**config.mk**
```make
export PLATFORM = sky130hd
export DESIGN_NAME = qenc_pwm_bank
export DESIGN_NICKNAME = d
export VERILOG_FILES = /design/src/rtl/qenc_pkg.sv /design/src/rtl/qenc_channel.sv /design/src/rtl/qenc_pwm_bank.sv
export SDC_FILE = /design/constraint.sdc
export NUM_CORES = 1
export LEC_CHECK = 0
export ABC_AREA = 1
export CORE_MARGIN = 5
export CORE_UTILIZATION = 57
export CTS_BUF_LIST = sky130_fd_sc_hd__clkbuf_8
export DETAILED_ROUTE_END_ITERATION = 10
export PLACE_DENSITY = 0.8
export REMOVE_ABC_BUFFERS = 1
export SLEW_MARGIN = 25
export SYNTH_ARGS = -nofsm -noshare
export SYNTH_HDL_FRONTEND = slang
export SYNTH_SLANG_ARGS = --single-unit
```
**constraint.sdc**
```tcl
create_clock -name clk -period 4.1 [get_ports clk]
set_clock_uncertainty 0.1 [all_clocks]
set_input_delay 0.82 -clock clk [delete_from_list [all_inputs] [get_ports clk]]
set_output_delay 0.82 -clock clk [all_outputs]
set_load 0.05 [all_outputs]
```
**src/rtl/qenc_pkg.sv**
```systemverilog
// rtl/qenc_pkg.sv - quadrature state encoding, step enum and step decoder
package qenc_pkg;

  // Quadrature states as {a, b}; forward (A leads) order is 00 -> 10 -> 11 -> 01 -> 00
  localparam logic [1:0] QS_00 = 2'b00;
  localparam logic [1:0] QS_10 = 2'b10;
  localparam logic [1:0] QS_11 = 2'b11;
  localparam logic [1:0] QS_01 = 2'b01;

  typedef enum logic [1:0] {HOLD, INC, DEC, ILLEGAL} step_e;

  // Classify the move from prev to cur: no change, one step either way, or both bits flipped
  function automatic step_e step_decode(input logic [1:0] prev, input logic [1:0] cur);
    step_e s;
    s = HOLD;
    if (prev == cur) begin
      s = HOLD;
    end else if ((prev ^ cur) == 2'b11) begin
      s = ILLEGAL;
    end else begin
      case (prev)
        QS_00:   s = (cur == QS_10) ? INC : DEC;
        QS_10:   s = (cur == QS_11) ? INC : DEC;
        QS_11:   s = (cur == QS_01) ? INC : DEC;
        default: s = (cur == QS_00) ? INC : DEC;
      endcase
    end
    return s;
  endfunction

endpackage

```
**src/rtl/qenc_channel.sv**
```systemverilog
// rtl/qenc_channel.sv - one quadrature channel: sync, glitch filter, decode, position/dir/err
module qenc_channel #(
  parameter int CNT_W    = 12,
  parameter int FILT_LEN = 3
) (
  input  logic             clk,
  input  logic             reset,
  input  logic [CNT_W-1:0] ppr,
  input  logic             qa,
  input  logic             qb,
  input  logic             clr_err,
  output logic [CNT_W-1:0] pos,
  output logic             dir,
  output logic             err
);
  import qenc_pkg::*;

  localparam logic [3:0] FCNT_LAST = 4'(FILT_LEN - 1);
  // prev is slaved to the filtered level until the sync/filter pipeline has refilled
  // after reset, so the first real sample only initialises it
  localparam logic [4:0] WARM_LAST = 5'(FILT_LEN + 2);

  logic [1:0]       sync1_q, sync2_q, filt_q, prev_q;
  logic [1:0][3:0]  fcnt_q;
  logic [4:0]       warm_q;
  logic             primed_q;
  logic [CNT_W-1:0] pos_q, pos_d, ppr_m1;
  logic             dir_q, dir_d, err_q, err_d, ppr_small;
  step_e            step;

  // Two-flop synchroniser for {a, b}
  always_ff @(posedge clk or posedge reset) begin
    if (reset) begin
      sync1_q <= '0;
      sync2_q <= '0;
    end else begin
      sync1_q <= {qa, qb};
      sync2_q <= sync1_q;
    end
  end

  // Accept a new level only after FILT_LEN consecutive samples that differ from the current one
  always_ff @(posedge clk or posedge reset) begin
    if (reset) begin
      filt_q <= '0;
      fcnt_q <= '0;
    end else begin
      for (int b = 0; b < 2; b++) begin
        if (sync2_q[b] == filt_q[b]) begin
          fcnt_q[b] <= '0;
        end else if (fcnt_q[b] == FCNT_LAST) begin
          filt_q[b] <= sync2_q[b];
          fcnt_q[b] <= '0;
        end else begin
          fcnt_q[b] <= fcnt_q[b] + 4'd1;
        end
      end
    end
  end

  assign ppr_small = (ppr < CNT_W'(2));
  assign ppr_m1    = ppr - 1'b1;

  // Next position/dir/err from the decoded step; a new error beats a same-cycle clear
  always_comb begin
    step  = step_decode(prev_q, filt_q);
    pos_d = pos_q;
    dir_d = dir_q;
    err_d = clr_err ? 1'b0 : err_q;
    if (primed_q) begin
      case (step)
        INC: begin
          dir_d = 1'b1;
          if (ppr_small || pos_q >= ppr_m1) pos_d = '0;
          else                              pos_d = pos_q + 1'b1;
        end
        DEC: begin
          dir_d = 1'b0;
          if (ppr_small)                        pos_d = '0;
          else if (pos_q == '0 || pos_q >= ppr) pos_d = ppr_m1;
          else                                  pos_d = pos_q - 1'b1;
        end
        ILLEGAL: err_d = 1'b1;
        default: ;
      endcase
    end
  end

  // Decode state: previous level, warm-up, and the counted outputs
  always_ff @(posedge clk or posedge reset) begin
    if (reset) begin
      prev_q   <= '0;
      warm_q   <= '0;
      primed_q <= 1'b0;
      pos_q    <= '0;
      dir_q    <= 1'b0;
      err_q    <= 1'b0;
    end else begin
      prev_q <= filt_q;
      if (!primed_q) begin
        if (warm_q == WARM_LAST) primed_q <= 1'b1;
        else                     warm_q   <= warm_q + 5'd1;
      end
      pos_q <= pos_d;
      dir_q <= dir_d;
      err_q <= err_d;
    end
  end

  assign pos = pos_q;
  assign dir = dir_q;
  assign err = err_q;

endmodule

```
**src/rtl/qenc_pwm_bank.sv**
```systemverilog
// rtl/qenc_pwm_bank.sv - bank of quadrature decoders with position-proportional PWM outputs
module qenc_pwm_bank #(
  parameter int NCH      = 2,
  parameter int CNT_W    = 12,
  parameter int FILT_LEN = 3
) (
  input  logic                 clk,
  input  logic                 reset,
  input  logic [CNT_W-1:0]     ppr,
  input  logic [2:0]           rate,
  input  logic [NCH-1:0]       qa,
  input  logic [NCH-1:0]       qb,
  input  logic                 clr_err,
  output logic [NCH*CNT_W-1:0] pos,
  output logic [NCH-1:0]       dir,
  output logic [NCH-1:0]       err,
  output logic [NCH-1:0]       pwm
);
  import qenc_pkg::*;

  logic [6:0]                  presc_q, presc_last;
  logic [CNT_W-1:0]            ramp_q;
  logic [NCH-1:0][CNT_W-1:0]   duty_q;
  logic [NCH-1:0]              pwm_q;
  logic                        tick, wrap;

  for (genvar i = 0; i < NCH; i++) begin : g_ch
    qenc_channel #(.CNT_W(CNT_W), .FILT_LEN(FILT_LEN)) u_ch (
      .clk     (clk),
      .reset   (reset),
      .ppr     (ppr),
      .qa      (qa[i]),
      .qb      (qb[i]),
      .clr_err (clr_err),
      .pos     (pos[i*CNT_W +: CNT_W]),
      .dir     (dir[i]),
      .err     (err[i])
    );
  end

  // Terminal count compares with >= so a rate lowered mid-count ticks at once instead of rolling over
  assign presc_last = 7'((8'd1 << rate) - 8'd1);
  assign tick       = (presc_q >= presc_last);
  assign wrap       = (ppr < CNT_W'(2)) || (ramp_q >= ppr - 1'b1);

  // Prescaler, ramp, and duty capture at frame boundaries
  always_ff @(posedge clk or posedge reset) begin
    if (reset) begin
      presc_q <= '0;
      ramp_q  <= '0;
      duty_q  <= '0;
    end else begin
      presc_q <= tick ? 7'd0 : presc_q + 7'd1;
      if (tick) begin
        if (wrap) begin
          ramp_q <= '0;
          for (int i = 0; i < NCH; i++) duty_q[i] <= pos[i*CNT_W +: CNT_W];
        end else begin
          ramp_q <= ramp_q + 1'b1;
        end
      end
    end
  end

  // Registered PWM compare
  always_ff @(posedge clk or posedge reset) begin
    if (reset) begin
      pwm_q <= '0;
    end else begin
      for (int i = 0; i < NCH; i++) pwm_q[i] <= (ramp_q < duty_q[i]);
    end
  end

  assign pwm = pwm_q;

endmodule
```
; ---- Yosys cells after proc, flatten, opt, wreduce, memory -nomap -nowiden
; Cells that the tools add are included.
[classes]
add_sub_neg = 14
multipliers = 0
div_mod_pow = 0
n_lt_le_gt_ge = 9
n_eq_ne = 30
shift = 1
mux = 44
n_bitwise = 10
reduce_logical = 22
[op_table]
columns = op, n
row1 = 2-to-1 mux 12 bit, 7
row2 = >= comparator 12 bit, 5
row3 = case mux 12 bit (2 select lines), 2
row4 = "adder 12 x 1 -> 12 bit, second input constant", 3
row5 = "subtractor 12 x 1 -> 12 bit, second input constant", 3
row6 = 2-to-1 mux 4 bit, 8
row7 = "equality test 2 bit, second input constant", 14
row8 = logical NOT 12 bit, 2
row9 = < comparator 12 bit, 2
row10 = 2-to-1 mux 2 bit, 12
row11 = AND reduction 2 bit, 9
row12 = "adder 4 x 1 -> 4 bit, second input constant", 4
row13 = "equality test 4 x 2 -> 1 bit, second input constant", 4
row14 = "< comparator 12 x 2 -> 1 bit, second input constant", 1
row15 = case mux 2 bit (3 select lines), 2
row16 = "adder 5 x 1 -> 5 bit, second input constant", 2
row17 = "equality test 5 x 3 -> 1 bit, second input constant", 2
row18 = 2-to-1 mux 1 bit, 10
row19 = "equality test 2 x 1 -> 1 bit, second input constant", 4
row20 = logical NOT 2 bit, 4
row21 = NOT 1 bit, 8
row22 = "adder 7 x 1 -> 7 bit, second input constant", 1
row23 = >= comparator 7 bit, 1
row24 = 2-to-1 mux 7 bit, 1
row25 = 8 further kinds, 19
[word_totals]
regBits = 117
latchBits = 0
ramBits = 0
mem_bits_ro = 0
out_inout_bits = 30
memories = 0

; ---- Longest topological paths before layout
; Gate-level depths: netlist of the first run.
[depth]
word_depth = 8
depth_mapped = 22
mapped_depth_nobuf = 21

; ---- Hierarchy
; A second synthesis of the first run with hierarchy kept.
[unflattened]
hier_cells = 1349
area_unflattened_um2 = 10184.8
[modules_own_cells]
columns = module, n_inst, cells_per_inst, area_per_inst_um2, seq_area_each_um2
row1 = qenc_channel, 2, 454, 3380.7, 900.9
row2 = qenc_pwm_bank, 1, 441, 3423.3, 1126.1

; ---- Least setup slack after synthesis of the first run
; No wires, ideal clock.
[synth_timing]
path_kind = input -> register
start = input port ppr[1]
end = register duty_q[8] in the netlist's numbering
setup_ps = 119
t_arrival_ps = 2864
t_required_ps = 3881
setup_slack_ps = 1017
path_stages = 19
cell_sequence = inv_1 > ha_1 > buf_2 > nand3_1 > xor2_1 > ha_1 > inv_1 > o31a_1 > nand2_1 > nand2_1 > nand2_1 > nand2_1 > nand2_1 > nand2_1 > nand2_2 > nand2_2 > buf_2 > nand2_1 > nand2_1
[synth_via]
elab_chain_len = 4
[synth_lines]
columns = item, line_no
row1 = start: declaration, qenc_pwm_bank.sv:9  ; input logic [CNT_W-1:0] ppr,
row2 = subtractor 12 x 1 -> 12 bit, qenc_pwm_bank.sv:44  ; assign wrap = (ppr < CNT_W'(2)) || (ramp_q >= ppr - 1'b1);
row3 = >= comparator 12 bit, qenc_pwm_bank.sv:44
row4 = logical OR 1 bit (*), qenc_pwm_bank.sv:44
row5 = AND reduction 2 bit (no source line) (*), -
row6 = end signal: assignment, qenc_pwm_bank.sv:51  ; duty_q <= '0;
row7 = end: declaration, qenc_pwm_bank.sv:23  ; logic [NCH-1:0][CNT_W-1:0] duty_q;
; Every way passes the cells marked *; elsewhere a longest branch is shown, timed or not.
; A chain may end at the register's enable or synchronous reset.

; ---- Final worst setup path of the first run
[layout_timing]
start = input port rate[0]
end = register duty_q[13] in the netlist's numbering
[layout_via]
elab_chain_len = 4
[layout_lines]
columns = item, line_no
row1 = start: declaration, qenc_pwm_bank.sv:10  ; input logic [2:0] rate,
row2 = << shifter 1 x 3 -> 7 bit, qenc_pwm_bank.sv:42  ; assign presc_last = 7'((8'd1 << rate) - 8'd1);
row3 = subtractor 7 x 1 -> 7 bit, qenc_pwm_bank.sv:42
row4 = >= comparator 7 bit, qenc_pwm_bank.sv:43  ; assign tick = (presc_q >= presc_last);
row5 = AND reduction 2 bit (no source line), -
; No other way between the ends.

==> results of run 1 <==
synth_stat cells, drive strengths merged:
cell type	n	share of area, %
o21ai	37	2.1
ha	109	15
nor3	23	1.3
o21bai	3	0.26
o22ai	1	0.071
o21a	2	0.17
nand3	89	5.4
clkbuf	13	0.55
xnor2	12	1.2
nand3b	2	0.31
a31oi	4	0.28
mux2	4	0.51
and2	4	0.31
buf	20	1.4
dfrtp	117	33
o31ai	1	0.085
nor2	115	5.4
a211oi	6	0.51
nor4	4	0.28
nand4	24	1.7
a21boi	2	0.17
o211ai	13	1.1
xor2	56	5.6
inv	136	5.8
o31a	1	0.10
a21oi	61	3.5
and3	3	0.21
o2111ai	1	0.10
a21o	2	0.17
nand2	267	12
nor3b	3	0.26
kinds of logic after synthesis:
logic type	after synthesis	synth area share (%)
buffers and inverters	169	7.721
AO/OA/AOI/OAI	134	8.602
adder cells (fa/ha/maj)	109	15.50
AND/OR/NAND/NOR	534	27.63
XOR/XNOR	68	6.768
flip-flops	117	33.27
multiplexers	4	0.5118
metrics by stage:
| step | instance area [µm²] | util [%] | total power (µW) | std cells | worst slack [ns] |
|---|---|---|---|---|---|
| after floorplan | 8631 | - | 5473 | 1102 | -0.9600 |
| after global placement | 9537 | 62.97 | 6741 | 1358 | 0.1991 |
| after detailed placement | 9537 | 62.97 | 6850 | 1358 | 0.09147 |
| after CTS | 9932 | 65.58 | 7955 | 1390 | 0.5169 |
| after global routing | 9937 | 65.61 | 8786 | 1390 | 0.2456 |
| final | 9937 | 65.61 | 7987 | 1390 | 0.4750 |
worst min path at each step:
| stage | end | slack (ns) | depth (start not counted) |
|---|---|---|---|
| 6_report | g_ch[0].u_ch.sync2_q[0]$_DFF_PP0_ | 0.25 | 0 |
| 3_3_place_gp | g_ch[0].u_ch.sync2_q[1]$_DFF_PP0_ | 0.23 | 0 |
| 4_1_cts | g_ch[0].u_ch.sync2_q[0]$_DFF_PP0_ | 0.26 | 0 |
| 3_5_place_dp | g_ch[0].u_ch.sync2_q[0]$_DFF_PP0_ | 0.24 | 0 |
| 2_1_floorplan | g_ch[0].u_ch.sync2_q[0]$_DFF_PP0_ | 0.23 | 0 |
| 5_1_grt | g_ch[0].u_ch.sync2_q[1]$_DFF_PP0_ | 0.27 | 0 |
metal layers:
| metal | GRT usage [%] | vias up | share of wire [%] |
|---|---|---|---|
| met1 | 30.82 | 3615 | 44 |
| met5 | 0 | - | 0 |
| li1 | - | 3818 | - |
| met3 | 5.214 | 33 | 5.7 |
| met2 | 40.20 | 204 | 49 |
| met4 | 7.353 | 0 | 1.7 |
flip-flops by register name, summed over array words and instances, names as in the netlist:
signal / count
g_ch.u_ch.sync2_q: 4
duty_q: 24
g_ch.u_ch.filt_q: 4
g_ch.u_ch.err: 2
g_ch.u_ch.dir: 2
presc_q: 7
g_ch.u_ch.prev_q: 4
g_ch.u_ch.primed_q: 2
g_ch.u_ch.warm_q: 10
g_ch.u_ch.pos: 24
g_ch.u_ch.sync1_q: 4
g_ch.u_ch.fcnt_q: 16
pwm: 2
ramp_q: 12
worst register-to-register path, stage by stage (launching register included):
cell     delay [ns]
dfrtp_1        0.45
xor2_1         0.24
nand2_1        0.13
o21ai_0        0.10
inv_1          0.09
ha_1           0.27
nor2_1         0.30
inv_1          0.33
nor2_1         0.44
inv_1          0.18
nor3_1         0.26
nand2_2        0.07
nand3_1        0.07
layout make-up:
cell class | instances | share of cell area, %
multi-input cells | 849 | 52.48
flip-flops and latches | 117 | 29.46
repair buffers | 68 | 6.547
inverters | 136 | 5.162
clock buffers | 20 | 2.770
well taps | 188 | 2.367
clock inverters | 12 | 1.209
power by group through the flow:
stage / combinational [µW] / clock, µW / sequential [µW]
finish: 4910 / 1050 / 2030
global route: 5590 / 1130 / 2070
CTS: 4870 / 1070 / 2020
detailed placement: 4820 / 0 / 2030
global placement: 4720 / 0 / 2030
floorplan: 3190 / 0 / 2280
==> impl_results.md, run 1 <==
* Mapped cell area at 8800 µm²
* Worst reg2reg path depth at 12
* Setup tns final at 0 ns
* Crit share post-route at 88.42%
* Gpl congestion at 0.9220
* Worst-path clk slew at 0.08 ns
* Buf+Inv Stages, Crit Path at 2
* FF-to-FF End: g_ch[0].u_ch.pos[6]$_DFFE_PP0P_
* Wire per inst at 14.93 µm
* Critical path class: in -> reg
* CTS Sinks at 117
* # resized after CTS at 0
* Largest net degree at the start of global routing at 70
* Worst hold start: g_ch[0].u_ch.sync1_q[0]$_DFF_PP0_
* Worst setup endpoint: duty_q[13]$_DFFE_PP0P_
* First-pass GRT wire length at 35.05 mm
* R2r setup slk at 1.00 ns
* Max-slew violations at 0
* Seq pwr share at 25.4%
* Peak supply drop at 0.5801 mV
* CP Data Arrival Time at 3.86 ns
* CTS HTree Levels at 4
* Gate power share at 61.5%
* Fill cells at 1279
* IO Port Bufs at 51
* Max Clock Freq at 275.9 MHz
* Ports at 52
* Layout cell share with drive strength beyond 1 at 8.735%
* Crit Path Max Fanout at 24
* Worst r2r src: g_ch[0].u_ch.filt_q[1]$_DFFE_PP0P_
* WP data required at 4.33 ns
* Root Driver: clkbuf_8
* CP top delay family: simple AND/OR/NAND/NOR gates
* Mean post-synth cell area at 7.753 µm²
* Layout area overhead at 12.92%
* Worst min path class: reg -> reg
* Internal power at 3778 µW
* Worst-Margin Slew at 0.8120 ns
* Height of the chip at 134.3 µm
* Most common cell after layout, fill and taps aside: nand2_1
* Core area at 15150 µm²
* CTS Buffer Depth at 2
* Die Width at 134.3 µm
* Critical path launch point: rate[0]
* Final Hold Viols at 0
* Iteration-0 DRC Markers at 510
* Gr ovfl total at 0
* Max_cap viols at 0
* Rows at 45
* Gr usage total at 23.86%
* Starting Density at 58.10%
* Vias per cell at 5.518
* Number of global-route vias before repair at 7447
* Yosys reg bits at 117
* CP startpoint kind: input pin
* N_diodes at 0
* Cells after Synth at 1135
* Most common cell on crit path: nand2_1
* CTS tree: yes
* Worst-path cell chain: clkdlybuf4s50_1, nor2_1, nand2_1, ha_1, inv_1, o21ai_0, nand2_1, nand2_1, ha_1, nand2_1, o2111ai_4, nand2_2, nand2_1, nand2_1
* Worst slew margin at 45.45%
* Cts hold-fix bufs at 0
* Crit path depth at 14
* Post-detailed-route DRC marker count at 0
* Register area at 2928 µm²
* Status: finished clean
* Number of setup buffers added after CTS at 0
* Pre-Repair DR Iteration Count at 6
* Setup Viol. Count Final at 0
* Hold Slack at 0.2546 ns
* Pwr dens at 803.8 nW/µm²
* Remaining antenna violation count after routing at 0
* Via count at 7670
* DP HPWL at 15.22 mm
* Slowest CP cell: o2111ai_4
* Leak at 0.004990 µW
* Most frequent cells in the layout: 236 x nand2_1, 134 x inv_1, 117 x dfrtp_1
* Min Tclk post-route at 3.625 ns
* Register area share after synthesis at 33.27%
* Area of the multi-input gates at 5215 µm²
* Clock power frac at 13.2%
* Wirelength, routed at 20.76 mm
* Distinct cell type count after synthesis at 43
* Crit. End Element: register
* Maximum single-stage delay on the critical path at 0.57 ns
* Initial antenna violation count at 0
* DIE AREA at 18020 µm²
* Synth warn at 0
* Cts bufs inserted at 17
* NumNets Final at 1320
* Clk_lat worst skew at 0.45 ns
* Net Switching at 4209 µW
* Unrepaired setup endpoints after global routing: false
* Sw Ratio at 52.70%
Power figures use the tool's default switching activity.
==> run 2, diff against run 1 <==
Settings changed: ABC_CLOCK_PERIOD_IN_PS set to 4100.
==> results of run 2 <==
Final layout, timing and power as in run 1 (identical DEF).
==> run 3, diff against run 2 <==
Settings changed: CORE_MARGIN 5 to unset.
==> run 3 against run 2 <==
Critical path depth up 7. Power up 4.0%. Sequential cell count unchanged. Worst hold slack got worse by 0.0058 ns. Via count increased by 0.95%. Largest cell class unchanged. Largest power group unchanged.
==> impl_results.md, run 3 (same netlist as run 1, synthesis figures left out) <==
* Fill cells at 1246
* CP Data Arrival Time at 3.71 ns
* Cts hold-fix bufs at 0
* Worst reg2reg path depth at 10
* Clk_lat worst skew at 0.46 ns
* Worst-Margin Slew at 0.9207 ns
* Wire per inst at 15.03 µm
* Post-Layout Inst Area at 10110 µm²
* CP startpoint kind: input pin
* Root Driver: clkbuf_8
* First-pass GRT wire length at 35.49 mm
* Pwr dens at 821.3 nW/µm²
* Most common cell after layout, fill and taps aside: nand2_1
* Peak supply drop at 0.6715 mV
* Vias per cell at 5.531
* Number of setup buffers added after CTS at 0
* Die Width at 126.3 µm
* NumNets Final at 1330
* DP HPWL at 15.36 mm
* Layout area overhead at 14.93%
* Critical path class: in -> reg
* Hold Slack at 0.2488 ns
* Max Clock Freq at 292.2 MHz
* Final Hold Viols at 0
* Via count at 7743
* Crit share post-route at 83.48%
* # resized after CTS at 0
* Rows at 45
* WP data required at 4.39 ns
* Crit Path Max Fanout at 16
* Crit. End Element: register
* Tot Pwr at 8307 µW
* Wirelength, routed at 21.04 mm
* Gr usage total at 28.24%
* Pre-Repair DR Iteration Count at 7
* Status: finished clean
* CTS HTree Levels at 4
* Starting Density at 58.10%
* Ports at 52
* Remaining antenna violation count after routing at 0
* CTS Buffer Depth at 2
* Gr ovfl total at 0
* CTS Sinks at 117
* Layout Cells excl Fill at 1400
* Max_cap viols at 0
* Height of the chip at 126.3 µm
* R2r setup slk at 0.90 ns
* Hold Path Depth at 0
* Initial antenna violation count at 0
* Worst r2r src: g_ch[0].u_ch.filt_q[0]$_DFFE_PP0P_
* Iteration-0 DRC Markers at 539
* Setup Viol. Count Final at 0
* Largest net degree at the start of global routing at 65
* # placed instances at 1368
* Gpl congestion at 0.9068
* Layout cell share with drive strength beyond 1 at 8.993%
* Worst hold start: g_ch[1].u_ch.sync1_q[0]$_DFF_PP0_
* Most frequent cells in the layout: 236 x nand2_1, 139 x inv_1, 117 x dfrtp_1
* Min Tclk post-route at 3.422 ns
* Unrepaired setup endpoints after global routing: false
* Placed cell area at 9624 µm²
* Setup tns final at 0 ns
* Critical path launch point: ppr[1]
* IO Port Bufs at 51
* Worst slew margin at 38.15%
* Post-detailed-route DRC marker count at 0
* Cts bufs inserted at 17
* CTS tree: yes
* Core area at 15150 µm²
* Worst-path clk slew at 0.07 ns
* Worst min path class: reg -> reg
* Number of global-route vias before repair at 7532
* Leak at 0.005119 µW
* N_diodes at 0
* DIE AREA at 15940 µm²
* Max-slew violations at 0
-- run 3: cell types whose count changed in the layout (fill, tap and decap cells not counted), sizes merged --
cell / before / now
clkinv: 3 / 1
inv: 139 / 141
clkinvlp: 5 / 1
bufinv: 1 / 7
buf: 17 / 27
clkbuf: 20 / 18
-- run 3: worst paths after layout --
| path | endpoint |
|---|---|
| max | duty_q[11]$_DFFE_PP0P_ |
| min | g_ch[1].u_ch.sync2_q[0]$_DFF_PP0_ |
| max reg2reg | g_ch[0].u_ch.pos[7]$_DFFE_PP0P_ |
| min reg2reg | g_ch[1].u_ch.sync2_q[0]$_DFF_PP0_ |
| max in group asynchronous | duty_q[23]$_DFFE_PP0P_ |
| min in group asynchronous | g_ch[0].u_ch.err$_DFF_PP0_ |
-- run 3: layout make-up --
| cell class | instances | area (µm²) | share of cell area, % |
|---|---|---|---|
| repair buffers | 78 | 738.2 | 7.299 |
| multi-input cells | 849 | 5210 | 51.52 |
| clock buffers | 18 | 247.7 | 2.450 |
| clock inverters | 14 | 241.5 | 2.388 |
| well taps | 188 | 235.2 | 2.326 |
| inverters | 136 | 513.0 | 5.072 |
| flip-flops and latches | 117 | 2928 | 28.95 |
-- run 3: metrics by stage --
| step | utilization, % | setup slack, ns |
|---|---|---|
| after global placement | 63.54 | 0.3193 |
| after CTS | 66.77 | 0.7165 |
| final | 66.77 | 0.6775 |
| after global routing | 66.77 | 0.4069 |
| after floorplan | - | -0.9600 |
| after detailed placement | 63.54 | 0.2520 |
-- run 3: report_power, final --
group | leakage, µW | switching (µW) | internal, µW
clock network | 0.000259 | 475 | 850
logic | 0.00336 | 3250 | 1790
registers | 0.00150 | 459 | 1490
-- run 3: critical path, cell delays in order --
cell and delay (ns):
clkdlybuf4s50_1 0.50, inv_1 0.10, ha_1 0.30, xnor2_1 0.44
ha_1 0.33, nand2_1 0.07, nand2_1 0.05, nand2_1 0.05
nand2_1 0.05, nand2_1 0.05, nand2_1 0.04, nand2_1 0.05
nand2_1 0.04, nand2_1 0.05, nand2_1 0.04, nand2_1 0.07
nand2_2 0.17, nand2_2 0.12, buf_4 0.20, nand2_1 0.09
nand2_1 0.07
-- run 3: metal layers --
metal | global-route usage, % | part of all wire, % | up-vias
met3 | 5.565 | 6.0 | 50
li1 | - | - | 3845
met5 | 0 | 0 | -
met2 | 47.22 | 47 | 253
met4 | 12.40 | 2.5 | 0
met1 | 35.48 | 44 | 3595
